--- src/rtl/addsub_issue_stage_if.sv ---
// Handshake and adder-side bundle for addsub_issue_stage.
// The slave side is the stage; the master side is its environment, which includes the external adder.
interface addsub_issue_stage_if #(
  parameter int W     = 6,
  parameter int CNT_W = 8
);
  logic             in_valid;
  logic             in_ready;
  logic [W-1:0]     in_a;
  logic [W-1:0]     in_b;
  logic             in_sub;
  logic [W-1:0]     addsub_a;
  logic [W-1:0]     addsub_b;
  logic             addsub_s;
  logic [W-1:0]     addsub_answer;
  logic             out_valid;
  logic             out_ready;
  logic [W-1:0]     out_answer;
  logic             out_ovf;
  logic             err_mismatch;
  logic [CNT_W-1:0] op_count;

  modport master (
    output in_valid, in_a, in_b, in_sub, addsub_answer, out_ready,
    input  in_ready, addsub_a, addsub_b, addsub_s, out_valid, out_answer,
           out_ovf, err_mismatch, op_count
  );

  modport slave (
    input  in_valid, in_a, in_b, in_sub, addsub_answer, out_ready,
    output in_ready, addsub_a, addsub_b, addsub_s, out_valid, out_answer,
           out_ovf, err_mismatch, op_count
  );
endinterface

--- src/rtl/addsub_issue_stage.sv ---
// Issue stage for the W-bit Adder_Subtractor: a 2-entry request FIFO feeds the adder,
// and the result register captures its answer, an overflow flag and a sticky self-check flag.
module addsub_issue_stage #(
  parameter int W     = 6,
  parameter int CNT_W = 8
) (
  input logic              clk,
  input logic              rst_n,
  addsub_issue_stage_if.slave bus
);

  // Reference answer used to cross-check the external adder
  function automatic logic [W-1:0] ref_result(input logic [W-1:0] a, input logic [W-1:0] b,
                                              input logic s);
    logic [W-1:0] r;
    if (s) begin
      r = a - b;
    end else begin
      r = a + b;
    end
    return r;
  endfunction

  // Two's-complement overflow from the operand and result sign bits
  function automatic logic ovf_flag(input logic [W-1:0] a, input logic [W-1:0] b,
                                    input logic s, input logic [W-1:0] r);
    logic f;
    if (s) begin
      f = (a[W-1] != b[W-1]) && (r[W-1] != a[W-1]);
    end else begin
      f = (a[W-1] == b[W-1]) && (r[W-1] != a[W-1]);
    end
    return f;
  endfunction

  logic [W-1:0]     fifo_a_r [2];
  logic [W-1:0]     fifo_b_r [2];
  logic             fifo_s_r [2];
  logic             wr_ptr_r;
  logic             rd_ptr_r;
  logic [1:0]       count_r;
  logic [1:0]       count_nxt_s;
  logic [W-1:0]     last_a_r;
  logic [W-1:0]     last_b_r;
  logic             last_s_r;
  logic             out_valid_r;
  logic [W-1:0]     out_answer_r;
  logic             out_ovf_r;
  logic             err_r;
  logic [CNT_W-1:0] op_count_r;

  logic             empty_s;
  logic             in_ready_s;
  logic             push_s;
  logic             fire_s;
  logic             drain_s;
  logic [W-1:0]     head_a_s;
  logic [W-1:0]     head_b_s;
  logic             head_s_s;
  logic [W-1:0]     issue_a_s;
  logic [W-1:0]     issue_b_s;
  logic             issue_s_s;

  // Handshake decode, head selection and next occupancy
  always_comb begin
    empty_s    = (count_r == 2'd0);
    in_ready_s = (count_r != 2'd2);
    push_s     = bus.in_valid && in_ready_s;
    fire_s     = !empty_s && (!out_valid_r || bus.out_ready);
    drain_s    = out_valid_r && bus.out_ready;
    head_a_s   = fifo_a_r[rd_ptr_r];
    head_b_s   = fifo_b_r[rd_ptr_r];
    head_s_s   = fifo_s_r[rd_ptr_r];
    // An empty FIFO keeps the adder inputs parked on the last issued request
    if (empty_s) begin
      issue_a_s = last_a_r;
      issue_b_s = last_b_r;
      issue_s_s = last_s_r;
    end else begin
      issue_a_s = head_a_s;
      issue_b_s = head_b_s;
      issue_s_s = head_s_s;
    end
    case ({push_s, fire_s})
      2'b10:   count_nxt_s = count_r + 2'd1;
      2'b01:   count_nxt_s = count_r - 2'd1;
      default: count_nxt_s = count_r;
    endcase
  end

  // Request FIFO storage, pointers and last-issued operands
  always_ff @(posedge clk or negedge rst_n) begin
    if (!rst_n) begin
      fifo_a_r[0] <= '0;
      fifo_a_r[1] <= '0;
      fifo_b_r[0] <= '0;
      fifo_b_r[1] <= '0;
      fifo_s_r[0] <= 1'b0;
      fifo_s_r[1] <= 1'b0;
      wr_ptr_r    <= 1'b0;
      rd_ptr_r    <= 1'b0;
      count_r     <= 2'd0;
      last_a_r    <= '0;
      last_b_r    <= '0;
      last_s_r    <= 1'b0;
    end else begin
      if (push_s) begin
        fifo_a_r[wr_ptr_r] <= bus.in_a;
        fifo_b_r[wr_ptr_r] <= bus.in_b;
        fifo_s_r[wr_ptr_r] <= bus.in_sub;
        wr_ptr_r           <= ~wr_ptr_r;
      end
      if (fire_s) begin
        rd_ptr_r <= ~rd_ptr_r;
        last_a_r <= head_a_s;
        last_b_r <= head_b_s;
        last_s_r <= head_s_s;
      end
      count_r <= count_nxt_s;
    end
  end

  // Result register, completion counter and sticky self-check flag
  always_ff @(posedge clk or negedge rst_n) begin
    if (!rst_n) begin
      out_valid_r  <= 1'b0;
      out_answer_r <= '0;
      out_ovf_r    <= 1'b0;
      err_r        <= 1'b0;
      op_count_r   <= '0;
    end else begin
      if (fire_s) begin
        out_valid_r  <= 1'b1;
        out_answer_r <= bus.addsub_answer;
        out_ovf_r    <= ovf_flag(head_a_s, head_b_s, head_s_s, bus.addsub_answer);
      end else if (drain_s) begin
        out_valid_r <= 1'b0;
      end
      if (drain_s) begin
        op_count_r <= op_count_r + CNT_W'(1);
      end
      if (fire_s && (bus.addsub_answer != ref_result(head_a_s, head_b_s, head_s_s))) begin
        err_r <= 1'b1;
      end
    end
  end

  assign bus.in_ready     = in_ready_s;
  assign bus.addsub_a     = issue_a_s;
  assign bus.addsub_b     = issue_b_s;
  assign bus.addsub_s     = issue_s_s;
  assign bus.out_valid    = out_valid_r;
  assign bus.out_answer   = out_answer_r;
  assign bus.out_ovf      = out_ovf_r;
  assign bus.err_mismatch = err_r;
  assign bus.op_count     = op_count_r;

endmodule

--- src/flat_wrapper.sv ---
// flat-port wrapper written by rule: the top's interface ports become plain ports
module addsub_issue_stage_flat 
#(
  parameter int W     = 6,
  parameter int CNT_W = 8
)
  (clk, rst_n, bus_in_valid, bus_in_a, bus_in_b, bus_in_sub, bus_addsub_answer, bus_out_ready, bus_in_ready, bus_addsub_a, bus_addsub_b, bus_addsub_s, bus_out_valid, bus_out_answer, bus_out_ovf, bus_err_mismatch, bus_op_count);
  addsub_issue_stage_if #(.W(W), .CNT_W(CNT_W)) bus_i ();
  input logic clk;
  input logic rst_n;
  input wire logic [$bits(bus_i.in_valid)-1:0] bus_in_valid;
  input wire logic [$bits(bus_i.in_a)-1:0] bus_in_a;
  input wire logic [$bits(bus_i.in_b)-1:0] bus_in_b;
  input wire logic [$bits(bus_i.in_sub)-1:0] bus_in_sub;
  input wire logic [$bits(bus_i.addsub_answer)-1:0] bus_addsub_answer;
  input wire logic [$bits(bus_i.out_ready)-1:0] bus_out_ready;
  output wire logic [$bits(bus_i.in_ready)-1:0] bus_in_ready;
  output wire logic [$bits(bus_i.addsub_a)-1:0] bus_addsub_a;
  output wire logic [$bits(bus_i.addsub_b)-1:0] bus_addsub_b;
  output wire logic [$bits(bus_i.addsub_s)-1:0] bus_addsub_s;
  output wire logic [$bits(bus_i.out_valid)-1:0] bus_out_valid;
  output wire logic [$bits(bus_i.out_answer)-1:0] bus_out_answer;
  output wire logic [$bits(bus_i.out_ovf)-1:0] bus_out_ovf;
  output wire logic [$bits(bus_i.err_mismatch)-1:0] bus_err_mismatch;
  output wire logic [$bits(bus_i.op_count)-1:0] bus_op_count;
  assign bus_i.in_valid = bus_in_valid;
  assign bus_i.in_a = bus_in_a;
  assign bus_i.in_b = bus_in_b;
  assign bus_i.in_sub = bus_in_sub;
  assign bus_i.addsub_answer = bus_addsub_answer;
  assign bus_i.out_ready = bus_out_ready;
  assign bus_in_ready = bus_i.in_ready;
  assign bus_addsub_a = bus_i.addsub_a;
  assign bus_addsub_b = bus_i.addsub_b;
  assign bus_addsub_s = bus_i.addsub_s;
  assign bus_out_valid = bus_i.out_valid;
  assign bus_out_answer = bus_i.out_answer;
  assign bus_out_ovf = bus_i.out_ovf;
  assign bus_err_mismatch = bus_i.err_mismatch;
  assign bus_op_count = bus_i.op_count;
  addsub_issue_stage #(.W(W), .CNT_W(CNT_W)) u_core (.clk(clk), .rst_n(rst_n), .bus(bus_i));
endmodule
--- config.mk ---
export PLATFORM = sky130hd
export DESIGN_NAME = addsub_issue_stage_flat
export DESIGN_NICKNAME = d
export VERILOG_FILES = /design/src/rtl/addsub_issue_stage_if.sv /design/src/rtl/addsub_issue_stage.sv /design/src/flat_wrapper.sv
export SDC_FILE = /design/constraint.sdc
export NUM_CORES = 1
export LEC_CHECK = 0
export CAP_MARGIN = 40
export CORE_ASPECT_RATIO = 0.5
export CORE_UTILIZATION = 46
export CTS_CLUSTER_DIAMETER = 40
export DETAILED_ROUTE_END_ITERATION = 10
export GPL_TIMING_DRIVEN = 0
export PLACE_DENSITY = 0.79
export RECOVER_POWER = 25
export SYNTH_ARGS = -nofsm -noshare
export SYNTH_HDL_FRONTEND = slang
export SYNTH_SLANG_ARGS = --single-unit
export TNS_END_PERCENT = 5
--- constraint.sdc ---
create_clock -name clk -period 7.9 [get_ports clk]
set_input_delay 1.975 -clock clk [delete_from_list [all_inputs] [get_ports clk]]
set_output_delay 1.975 -clock clk [all_outputs]
set_load 0.01 [all_outputs]
==> results of run 1 <==
## registers in the layout, summed over array words and instances, names as in the netlist
| register | count |
|---|---|
| u_core.bus.out_answer | 6 |
| u_core.count_r | 2 |
| u_core.rd_ptr_r | 1 |
| u_core.bus.err_mismatch | 1 |
| u_core.bus.out_ovf | 1 |
| u_core.fifo_a_r | 12 |
| u_core.bus.op_count | 8 |
| u_core.last_a_r | 6 |
| u_core.wr_ptr_r | 1 |
| u_core.last_b_r | 6 |
| u_core.fifo_b_r | 12 |
| u_core.fifo_s_r | 2 |
| u_core.last_s_r | 1 |
| u_core.bus.out_valid | 1 |
## logic make-up after synthesis
family	share of synthesized area, %
DFF	50.7
and+or+nand+nor	8.15
muxes	18.5
AOI/OAI and AO/OA	7.43
xor gates and xnor gates	8.28
buffers and inverters	2.96
adders and majority gates	4.05
## how the worst min path moves through the flow
stage	startpoint	end	slack, ns	depth (start not counted)
6_report	u_core.bus.op_count[7]$_DFFE_PN0P_	u_core.bus.op_count[7]$_DFFE_PN0P_	0.47	1
5_1_grt	u_core.bus.op_count[7]$_DFFE_PN0P_	u_core.bus.op_count[7]$_DFFE_PN0P_	0.49	1
4_1_cts	u_core.bus.op_count[7]$_DFFE_PN0P_	u_core.bus.op_count[7]$_DFFE_PN0P_	0.48	1
3_5_place_dp	u_core.bus.op_count[7]$_DFFE_PN0P_	u_core.bus.op_count[7]$_DFFE_PN0P_	0.47	1
3_3_place_gp	u_core.bus.op_count[7]$_DFFE_PN0P_	u_core.bus.op_count[7]$_DFFE_PN0P_	0.46	1
2_1_floorplan	u_core.count_r[1]$_DFFE_PN0P_	u_core.count_r[1]$_DFFE_PN0P_	0.46	1
## cell usage after synthesis (3+ instances only)
cell	count	area share, %
inv_1	7	0.89
xor2_1	9	2.7
a21o_1	3	0.76
a21oi_1	31	5.2
nand3_1	5	0.84
nand2_1	5	0.63
buf_2	7	1.2
mux2_1	3	1.1
nor2_1	32	4.1
xnor2_1	19	5.6
mux2i_2	3	1.4
dfrtp_1	60	51
and3_1	4	0.84
mux2_2	31	12
mux2i_1	10	3.4
ha_1	8	3.4
## layer usage
layer  GRT usage (%)  vias up  share of wire (%)
met5               0        -                  0
met3            7.21        9                5.4
met2            32.4       47                 47
met1            26.3     1058                 47
li1                -     1018                  -
met4            5.38        0               0.89
## layout make-up
| type | count | area, um2 | area share, % |
|---|---|---|---|
| clock buffer | 11 | 253 | 6.50 |
| tap | 88 | 110 | 2.83 |
| clock inverter | 5 | 36.3 | 0.933 |
| sequential | 60 | 1500 | 38.6 |
| timing repair buffer | 54 | 528 | 13.6 |
| buffer | 11 | 61.3 | 1.58 |
| inverter | 7 | 26.3 | 0.675 |
| multi-input combinational | 179 | 1370 | 35.3 |
## report_power, final
part	leakage (nW)	switching [mW]	total, mW	internal (mW)
Clock	0.134	0.138	0.367	0.229
Sequential	0.699	0.102	0.564	0.461
Combinational	0.842	0.603	1.25	0.649
Total	1.67	0.843	2.18	1.34
## cells in the final DEF (no fill, tap or decap), types with 2 or more instances in the layout
cell type,count
xor2_1,9
buf_2,7
nor3_1,2
a31oi_1,2
nor2_1,32
mux2i_2,3
inv_1,7
clkbuf_1,2
nand3_1,5
ha_1,8
mux2i_1,10
and3_1,4
clkinvlp_4,3
xnor2_1,19
clkbuf_8,2
nand2_1,5
clkbuf_16,9
a21oi_1,31
a21o_1,3
mux2_1,3
buf_1,2
dfrtp_1,60
mux2_2,31
clkdlybuf4s50_1,52
==> reports/results.tsv, run 1 <==
stage	metric	value	unit
yosys	syn_nets	289	
yosys	avgSynthCellArea	11.5	um2
grt	grt_max_degree	34	
timing	setup_slack	3.61	ns
timing	fin_crit_sh	54.3	%
route	via_count	2132	
setup_path	worst_setup_path_end_kind	async pin	
die	die_x	116	um
yosys	ys_ff_latch	60	
grt	grtUsageTotal	20.2	%
cts	clkSinkCount	60	
cts	cts_hold_buf	0	
timing	slew_violations	62	
cells_and_area	instances_no_fill	415	
grt	grt_pass1_vias	2103	
grt	grt_pass1_wl	10.1	mm
timing	slew_headroom	-16.2	%
setup_path	reg2regPathDepth	11	
die	die_h	58.8	um
run	drv_cap	2	
cells_and_area	syn_to_final_growth	31.3	%
cts	htreeDepth	3	
route	drt_pass1_iterations	4	
yosys	synthArstFlopShare	100	%
yosys	synth.cell_area	2960	um2
grt	grt-ovfl-total	0	
route	ant_nets	0	
cells_and_area	layout-drive-gt1-share	19.0	%
setup_path	cp_slowest_cell	clkbuf_1	
placement	dp_cells	399	
grt	antenna_found_initial	0	
yosys	synth_enable_flop_cells	0	
power_and_ir_drop	cellLeakagePower	1.67	nW
power_and_ir_drop	ir_drop	0.228	mV
setup_path	crit_end	u_core.last_a_r[0]$_DFFE_PN0P_	
die	ios	54	
placement	pre_cts_ws	3.98	ns
setup_path	r2r_start	u_core.rd_ptr_r$_DFFE_PN0P_	
yosys	synthFlopType	dfrtp_1	
cts	clk_path_buf_depth	2	
setup_path	crit_chain	clkbuf_1, clkbuf_1	
yosys	synthDistinctLibCells	33	
placement	place_congestion	0.790	
setup_path	slowest_delay	1.33	ns
setup_path	crit_required	8.00	ns
setup_path	path_max_fanout	33	
route	viasPerCell	5.14	
cells_and_area	diodes	0	
placement	port-buffer-count	53	
cts	clock_latency	0.33	ns
route	post-route-drc-count	0	
setup_path	rr_endpoint	u_core.bus.err_mismatch$_DFFE_PN0P_	
setup_path	cp.depth	2	
die	rows	20	
setup_path	crit_buf_inv	2	
timing	clock.fmax	233	MHz
setup_path	crit_start	rst_n	
yosys	ys_warn_count	0	
placement	dpl_cell_area	3620	um2
setup_path	path_class	input pin to async pin	
power_and_ir_drop	power_density	561	nW/um2
die	coreArea	6130	um2
yosys	syn-instance-count	257	
cells_and_area	fin_nets	354	
setup_path	rrSetupSlack	5.00	ns
timing	hold_slack	0.473	ns
setup_path	worst_path_most_repeated_cell	clkbuf_1	
route	wl	6.09	mm
cts	postCtsResizedCells	0	
timing	rsz0062_at_grt	false	
placement	hpwlAfterDp	4.36	mm
timing	fin_tns_setup	0	ns
outcome	violations	max-capacitance violations, max-slew violations	
cts	cts_tree	done	
timing	tightestPinTransition	1.74	ns
cts	cts-root-buf	clkbuf_16	
cells_and_area	final_area	3890	um2
cts	cts_buffers	9	
cts	cts_setup_buffers	0	
power_and_ir_drop	p_total	2.18	mW
timing	period_needed	4.29	ns
setup_path	worst_setup_path_start_kind	input pin	
setup_path	cp.arrival	4.39	ns
yosys	yosysSeqAreaShare	50.7	%
timing	clock_skew	0.00546	ns
setup_path	cp_top_family	buffers and inverters	
route	wire_per_inst	14.7	um
die	die-area	6790	um2
min_path	hp-class	flop to flop	
route	drt_iter0_markers	104	
outcome	outcome	complete, but fails checks	
cells_and_area	post-route-util	63.4	%
die	initial_core_util	48.3	%
timing	hold_viol_final	0	
cells_and_area	fill_cells	481	
cts	cts.clk_slew.worst_paths	0.05	ns
timing	finalSetupViolations	0	
Power figures use the tool's default switching activity.
==> run 2: changes to the inputs <==
--- a/config.mk
+++ b/config.mk
@@ -11,7 +11,7 @@
 export CTS_CLUSTER_DIAMETER = 40
 export DETAILED_ROUTE_END_ITERATION = 10
 export GPL_TIMING_DRIVEN = 0
-export PLACE_DENSITY = 0.79
+export PLACE_DENSITY = 0.82
 export RECOVER_POWER = 25
 export SYNTH_ARGS = -nofsm -noshare
 export SYNTH_HDL_FRONTEND = slang
==> constraint.sdc (replaced) <==
create_clock -name clk -period 3.9 [get_ports clk]
set_input_delay 0.975 -clock clk [delete_from_list [all_inputs] [get_ports clk]]
set_output_delay 0.975 -clock clk [all_outputs]
set_load 0.01 [all_outputs]
==> reports/results.tsv, run 2 (synthesis results as in run 1) <==
stage	metric	value	unit	change
outcome	outcome	complete, but fails checks		
outcome	violations	max-capacitance violations, max-slew violations		
die	die-area	6790	um2	unchanged
route	wl	6.41	mm	+5.2%
grt	grtUsageTotal	21.7	%	+1.5 points
die	die_h	58.8	um	unchanged
cts	cts_hold_buf	0		unchanged
power_and_ir_drop	cellLeakagePower	1.70	nW	+1.5%
grt	grt-ovfl-total	0		unchanged
cts	postCtsResizedCells	0		unchanged
cells_and_area	layout-drive-gt1-share	19.0	%	+0.058 points
die	coreArea	6130	um2	unchanged
placement	place_congestion	0.817		+3.4%
timing	clock_skew	0.00529	ns	-0.000171 ns
run	drv_cap	1		-1
route	via_count	2170		+1.8%
cts	cts-root-buf	clkbuf_16		
grt	grt_max_degree	38		+12%
cts	htreeDepth	3		unchanged
route	drt_pass1_iterations	4		unchanged
min_path	hp-class	flop to flop		
timing	hold_viol_final	0		unchanged
timing	clock.fmax	311	MHz	
setup_path	cp.arrival	2.25	ns	-2.14 ns
power_and_ir_drop	power_density	1160	nW/um2	+110%
route	dr_wl_met2	3.21	mm	+13%
setup_path	worst_setup_path_end_kind	output pin		
cts	cts_tree	done		
power_and_ir_drop	ir_drop	0.519	mV	+130%
cells_and_area	layout_common_cells	dfrtp_1, clkdlybuf4s50_1, nor2_1, a21oi_1, mux2_2		
route	drt_iter0_markers	157		+51%
setup_path	worst_setup_path_start_kind	flop		
setup_path	path_max_fanout	10		-70%
setup_path	crit_required	2.92	ns	-5.08 ns
cts	clkSinkCount	60		unchanged
grt	grt_pass1_vias	2172		+3.3%
route	viasPerCell	5.24		+2.0%
timing	finalSetupViolations	0		unchanged
route	wire_per_inst	15.5	um	+5.5%
timing	rsz0062_at_grt	false		
cts	clk_path_buf_depth	2		unchanged
cts	cts_buffers	9		unchanged
timing	tightestPinTransition	2.06	ns	+0.321 ns
cells_and_area	diodes	0		unchanged
timing	slew_violations	37		-40%
route	wl_met3	266	um	-20%
cts	clock_latency	0.33	ns	about the same
die	rows	20		unchanged
timing	period_needed	3.22	ns	
cells_and_area	final_common_cell	dfrtp_1		
setup_path	path_class	flop to output pin		
cells_and_area	fin_nets	354		unchanged
route	dr.max_layer_used	met4		
placement	port-buffer-count	53		unchanged
timing	slew_headroom	-37.6	%	-21 points
die	initial_core_util	48.3	%	unchanged
timing	fin_tns_setup	0	ns	unchanged
die	ios	54		unchanged
grt	antenna_found_initial	0		unchanged
placement	hpwlAfterDp	4.70	mm	+7.9%
grt	grt_pass1_wl	10.7	mm	+5.2%
die	die_x	116	um	unchanged
timing	fin_crit_sh	82.6	%	
cts	cts_setup_buffers	0		unchanged
route	ant_nets	0		unchanged
cts	cts.clk_slew.worst_paths	0.05	ns	about the same
cells_and_area	syn_to_final_growth	32.9	%	
route	post-route-drc-count	0		unchanged
route	met1_length	2.84	mm	-0.87%
power_and_ir_drop	p_total	4.55	mW	+110%
-- run 2: area by class of cell --
class	instances	area [um2]
flip-flops and latches	60	1500
plain buffers	11	61.3
inverters	7	26.3
repair buffers	54	552
well taps	88	110
fillers	450	2190
multi-input cells	179	1370
clock buffers	12	267
clock inverters	3	45.0
-- run 2: worst max-delay path, stage by stage, from the launching register on --
cell and delay, ns:
dfrtp_1 0.40, or2_1 0.11, buf_2 0.21, buf_1 0.39, nor2_1 0.08, a21oi_1 0.16
clkdlybuf4s50_1 0.56
-- run 2: worst paths after layout --
check | startpoint | to | slack [ns] | cells past startpoint
min reg2reg | u_core.bus.op_count[7]$_DFFE_PN0P_ | u_core.bus.op_count[7]$_DFFE_PN0P_ | 0.47 | 1
max in group asynchronous | rst_n | u_core.bus.err_mismatch$_DFFE_PN0P_ | 1.48 | 1
max | u_core.count_r[0]$_DFFE_PN0P_ | bus_addsub_a[1] | 0.68 | 6
max reg2reg | u_core.rd_ptr_r$_DFFE_PN0P_ | u_core.bus.err_mismatch$_DFFE_PN0P_ | 1.01 | 11
min | u_core.bus.op_count[7]$_DFFE_PN0P_ | u_core.bus.op_count[7]$_DFFE_PN0P_ | 0.47 | 1
min in group asynchronous | rst_n | u_core.fifo_b_r[10]$_DFFE_PN0P_ | 1.24 | 1
-- run 2: through the flow --
stage	cells	hold WS (ns)	util (%)	instance area [um2]	setup slack, ns
floorplan	257	0.456	-	2960	1.37
global placement	398	0.460	58.8	3600	0.125
detailed placement	399	0.469	59.1	3630	1.02
CTS	414	0.480	64.2	3940	0.681
global route	414	0.498	64.2	3940	0.513
finish	414	0.471	64.2	3940	0.679
-- run 2: routing by layer --
metal,vias to the layer above,GRT usage [%]
li1,1012,-
met4,0,9.09
met3,12,7.31
met1,1093,26.8
met5,-,0
met2,53,35.6
-- run 2: report_power, final --
part	total (mW)	switching [mW]	internal [mW]
sequential	1.15	0.216	0.935
combinational	2.58	1.27	1.32
clock	0.818	0.275	0.542
total	4.55	1.76	2.80
